## config.mk

```make
export PLATFORM = sky130hd
export DESIGN_NAME = down_timer
export DESIGN_NICKNAME = d
export VERILOG_FILES = /design/src/rtl/down_timer.sv
export SDC_FILE = /design/constraint.sdc
export NUM_CORES = 1
export LEC_CHECK = 0
export CAP_MARGIN = 20
export CORE_ASPECT_RATIO = 0.75
export CORE_UTILIZATION = 45
export DETAILED_ROUTE_END_ITERATION = 12
export PLACE_DENSITY = 0.81
export SKIP_CTS_REPAIR_TIMING = 1
export SLEW_MARGIN = 20
export SYNTH_ARGS = -nofsm -noshare
export SYNTH_HDL_FRONTEND = slang
export SYNTH_SLANG_ARGS = --single-unit
```

## constraint.sdc

```tcl
create_clock -name clk -period 2.7 [get_ports clk]
set_input_delay 0.54 -clock clk [delete_from_list [all_inputs] [get_ports clk]]
set_output_delay 0.54 -clock clk [all_outputs]
set_load 0.1 [all_outputs]
```

## src/rtl/down_timer.sv

```systemverilog
// Loadable down-counting timer with prescaler, one-shot/periodic modes and terminal-count strobe.
// Optional sticky interrupt flag enabled by defining DOWN_TIMER_IRQ_EN.
module down_timer #(
  parameter int WIDTH = 8,
  parameter int PRE_W = 4
) (
  input  logic             clk,
  input  logic             rst_n,
  input  logic             ena,
  input  logic             load,
  input  logic [WIDTH-1:0] load_value,
  input  logic             start,
  input  logic             stop,
  input  logic             mode,
  input  logic [PRE_W-1:0] prescale,
  input  logic             irq_clr,
  output logic [WIDTH-1:0] count,
  output logic             busy,
  output logic             done,
  output logic             tc_pulse,
  output logic             irq
);

  typedef enum logic [1:0] {IDLE, RUN, DONE} state_t;

  state_t           state, state_next;
  logic [WIDTH-1:0] reload, reload_next, count_next;
  logic [PRE_W-1:0] pre_cnt, pre_next;
  logic             terminal;

  always_ff @(posedge clk or negedge rst_n) begin
    if (!rst_n) begin
      state    <= IDLE;
      count    <= '0;
      reload   <= '0;
      pre_cnt  <= '0;
      tc_pulse <= 1'b0;
    end else begin
      state    <= state_next;
      count    <= count_next;
      reload   <= reload_next;
      pre_cnt  <= pre_next;
      tc_pulse <= terminal;
    end
  end

  // Priority chain: load > stop > start > prescaler tick.
  always_comb begin
    state_next  = state;
    count_next  = count;
    reload_next = reload;
    pre_next    = pre_cnt;
    terminal    = 1'b0;
    if (load) begin
      reload_next = load_value;
      count_next  = load_value;
      pre_next    = '0;
      state_next  = IDLE;
    end else if (stop) begin
      if (state == RUN) state_next = IDLE;
    end else if (start && state == IDLE && count != '0) begin
      state_next = RUN;
      pre_next   = '0;
    end else if (start && state == DONE) begin
      count_next = reload;
      pre_next   = '0;
      state_next = (reload != '0) ? RUN : IDLE;
    end else if (state == RUN && ena) begin
      // >= rather than == so lowering prescale mid-run cannot make pre_cnt wrap.
      if (pre_cnt >= prescale) begin
        pre_next = '0;
        if (count > WIDTH'(1)) begin
          count_next = count - WIDTH'(1);
        end else if (count == WIDTH'(1)) begin
          terminal = 1'b1;
          if (mode && reload != '0) begin
            count_next = reload;
          end else begin
            count_next = '0;
            state_next = DONE;
          end
        end
      end else begin
        pre_next = pre_cnt + PRE_W'(1);
      end
    end
  end

  assign busy = (state == RUN);
  assign done = (state == DONE);

`ifdef DOWN_TIMER_IRQ_EN
  // A terminal tick wins over a coincident clear.
  always_ff @(posedge clk or negedge rst_n) begin
    if (!rst_n)        irq <= 1'b0;
    else if (terminal) irq <= 1'b1;
    else if (irq_clr)  irq <= 1'b0;
  end
`else
  logic unused_irq_clr;
  assign unused_irq_clr = irq_clr;
  assign irq = 1'b0;
`endif

endmodule

```

==> impl_results.md <==
* Post-synth EDFFs at 0
* Internal power at 0.603 mW
* Clock tree sinks at 23
* Seq/Total Area, Yosys at 35.4%
* Pleak at 0.907 nW
* Worst slew margin at 60.4%
* Setup TNS at 0 ns
* Critical Path End Type: flip-flop
* Starting Density at 48.2%
* Clk_lat worst skew at 0.27 ns
* # setup viols final at 0
* Psw at 0.414 mW
* Fillers at 318
* Num CTS Buffers at 3
* Post-Syn Area at 1630 µm²
* CTS clk-pin slew, worst paths at 0.08 ns
* Vias in the first global route at 1462
* Total die area at 3860 µm²
* Largest net degree at the start of global routing at 24
* Yosys warnings at 0
* First DRT Iteration DRCs at 95
* Max cap viols at 0
* R2R Path Start: count[0]
* Hold path startpoint: pre_cnt[2]
* Total power at 1.02 mW
* Clock period minus worst slack at 2.37 ns
* Critical path launch point type: flip-flop
* Clk network pwr share at 21.5%
* Pwr Density at 510 nW/µm²
* Hold Violations, Final at 0
* First-pass GRT wire length at 6890 µm
* Final WL at 3960 µm
* Syn Nets at 214
* Avg Inst Size Synth at 8.70 µm²
* Port buffer count at 29
* Area Growth Syn to Fin at 22.6%
* Die Span X at 71.5 µm
* Routing usage on met3 at 5.06%
* Met2 GRT Util at 38.4%
* Sequential cell area at 576 µm²
* Die height at 54.1 µm
* DR DRC count at 0
* Initial antenna violation count at 0
* Switch share at 40.8%
* Power share of the combinational group at 36.9%
* Worst EP arrival at 2.50 ns
* Unrepaired setup endpoints after global routing: no
* Worst setup margin at 0.333 ns
* DPL Wire Length at 3080 µm
* Overall routing resource usage at 23.8%
* Nets@finish at 247
* Final ANT Viol Nets at 0
* WS Path Type: reg2reg
* Pre-CTS setup slack at 0.0567 ns
* Period utilisation layout at 87.7%
* Total congestion overflow at 0
* Status: finished, final reports clean
* DR pass1 iterations at 4
* H-tree depth at 1
* Clock tree from TritonCTS: built
* Via density at 5.91
* Antenna cells at 0
* Min-Delay Path Class: reg2reg
* Launch point of the worst path: count[0]
* Post-synthesis sequential element count at 23
* Met1 Usage GRT at 32.3%
* Main synth FF type: dfrtp_1
* Slew @ Worst Pin at 0.589 ns
* Worst Skew at 0.00276 ns
* Clock root buffer: clkbuf_8
* Syn Inst Count at 187
* Row cnt at 18
* Post-DR wirelength/cell at 15.3 µm
* VDD IR max at 0.303 mV
* Grt peak-use layer: met2
* Post-synth ARST share at 100%
* Multi-input gate area at 957 µm²
* Slew Viols, Final at 0
* Worst EP required at 2.83 ns
* Crit-path max FO at 5
* DR vias at 1531
* Netlist cell types at 59
* I/O pins at 32
* Share of cells above drive strength 1 at 13.2%
* Gp weighted congestion at 0.917
* Bufs on Longest Clock Path at 2
* FMAX at 0.423 GHz
* Sequential Power Share at 41.5%
* Area of the core at 3380 µm²
[layer usage]
| layer | vias to the layer above | part of all wire [%] |
|---|---|---|
| met5 | - | 0 |
| met4 | 0 | 1.1 |
| met3 | 4 | 6.5 |
| met2 | 50 | 45 |
| met1 | 715 | 48 |
| li1 | 762 | - |
[cells in the final DEF (no fill, tap or decap), types with 3 or more instances in the layout]
cell,instances
a211oi_1,4
a21oi_1,4
buf_4,17
clkbuf_8,3
clkdlybuf4s50_1,18
dfrtp_1,23
ha_1,7
inv_1,16
nand2_1,18
nand2b_1,5
nand3_1,7
nand4_1,3
nor2_1,14
nor2b_1,5
nor3_1,4
nor4_1,3
o21ai_0,10
o21ai_1,3
o311ai_1,3
o31ai_1,5
[cell families after synthesis]
kind of cell             share of synthesized area (%)
AO/OA/AOI/OAI                                     26.9
XOR/XNOR                                         0.538
adder cells (fa/ha/maj)                           5.38
buffers and inverters                             6.00
flip-flops                                        35.4
multiplexers                                      1.23
other                                            0.230
AND/OR/NAND/NOR                                   24.4
[critical path, stage by stage, from the launching register on]
cell and delay [ns]:
dfrtp_1 0.43, inv_1 0.12, ha_1 0.24, or3b_1 0.42
or3_4 0.41, a21o_2 0.20, nor4_1 0.41
[cells in the mapped netlist (all sizes together), types with 2 or more instances]
cell    instances  area share, %
o31ai           6            3.1
clkbuf          4           0.92
a31oi           2           0.77
nand2          18            4.2
buf             3            1.4
nand3           7            2.2
mux2i           2            1.2
o311ai          4            2.2
a21oi           4            1.2
nand4           3            1.2
dfrtp          23             35
nor2           14            3.2
a221oi          3            2.7
o21ai          13            4.0
nor2b           6            2.3
ha              7            5.4
o211a           2            1.2
or4             3            1.6
a21o            3            1.5
inv            16            3.7
nor4            3            1.2
a211oi          4            1.8
nand2b          5            1.9
nor3            4            1.2
or2             2           0.77
[through the flow]
stage               instance area [µm²]  cells  hold WS [ns]  utilization [%]
global placement                   1950    255         0.499             57.7
global route                       2000    259         0.547             59.1
finish                             2000    259         0.522             59.1
floorplan                          1630    187         0.244                -
detailed placement                 1950    255         0.507             57.7
CTS                                2000    259         0.518             59.1
[state kept, by name, indices dropped and copies added (netlist names)]
name and cells:
count 8, pre_cnt 4, reload 8, state 2
tc_pulse 1
[power groups by stage]
| stage | combinational, mW | sequential (mW) | clock, mW |
|---|---|---|---|
| final | 0.376 | 0.423 | 0.219 |
| after detailed placement | 0.375 | 0.429 | 0 |
| after CTS | 0.377 | 0.422 | 0.221 |
| after floorplan | 0.159 | 0.533 | 0 |
| after global routing | 0.405 | 0.431 | 0.238 |
| after global placement | 0.370 | 0.427 | 0 |
[final timing paths]
path                               to  slack (ns)  cells after the start
setup reg to reg             tc_pulse        0.33                      6
hold / removal             pre_cnt[2]        0.52                      1
setup / recovery             tc_pulse        0.33                      6
hold reg to reg            pre_cnt[2]        0.52                      1
max in group asynchronous  pre_cnt[2]        1.86                      2
min in group asynchronous   reload[0]        0.61                      2
[area by class of cell]
class                           count  share of cell area [%]
Multi-Input combinational cell    141                    48.0
Sequential cell                    23                    28.8
Timing Repair Buffer               35                    15.4
Inverter                           16                    3.01
Tap cell                           40                    2.51
Clock buffer                        4                    2.26
Power figures use the tool's default switching activity.
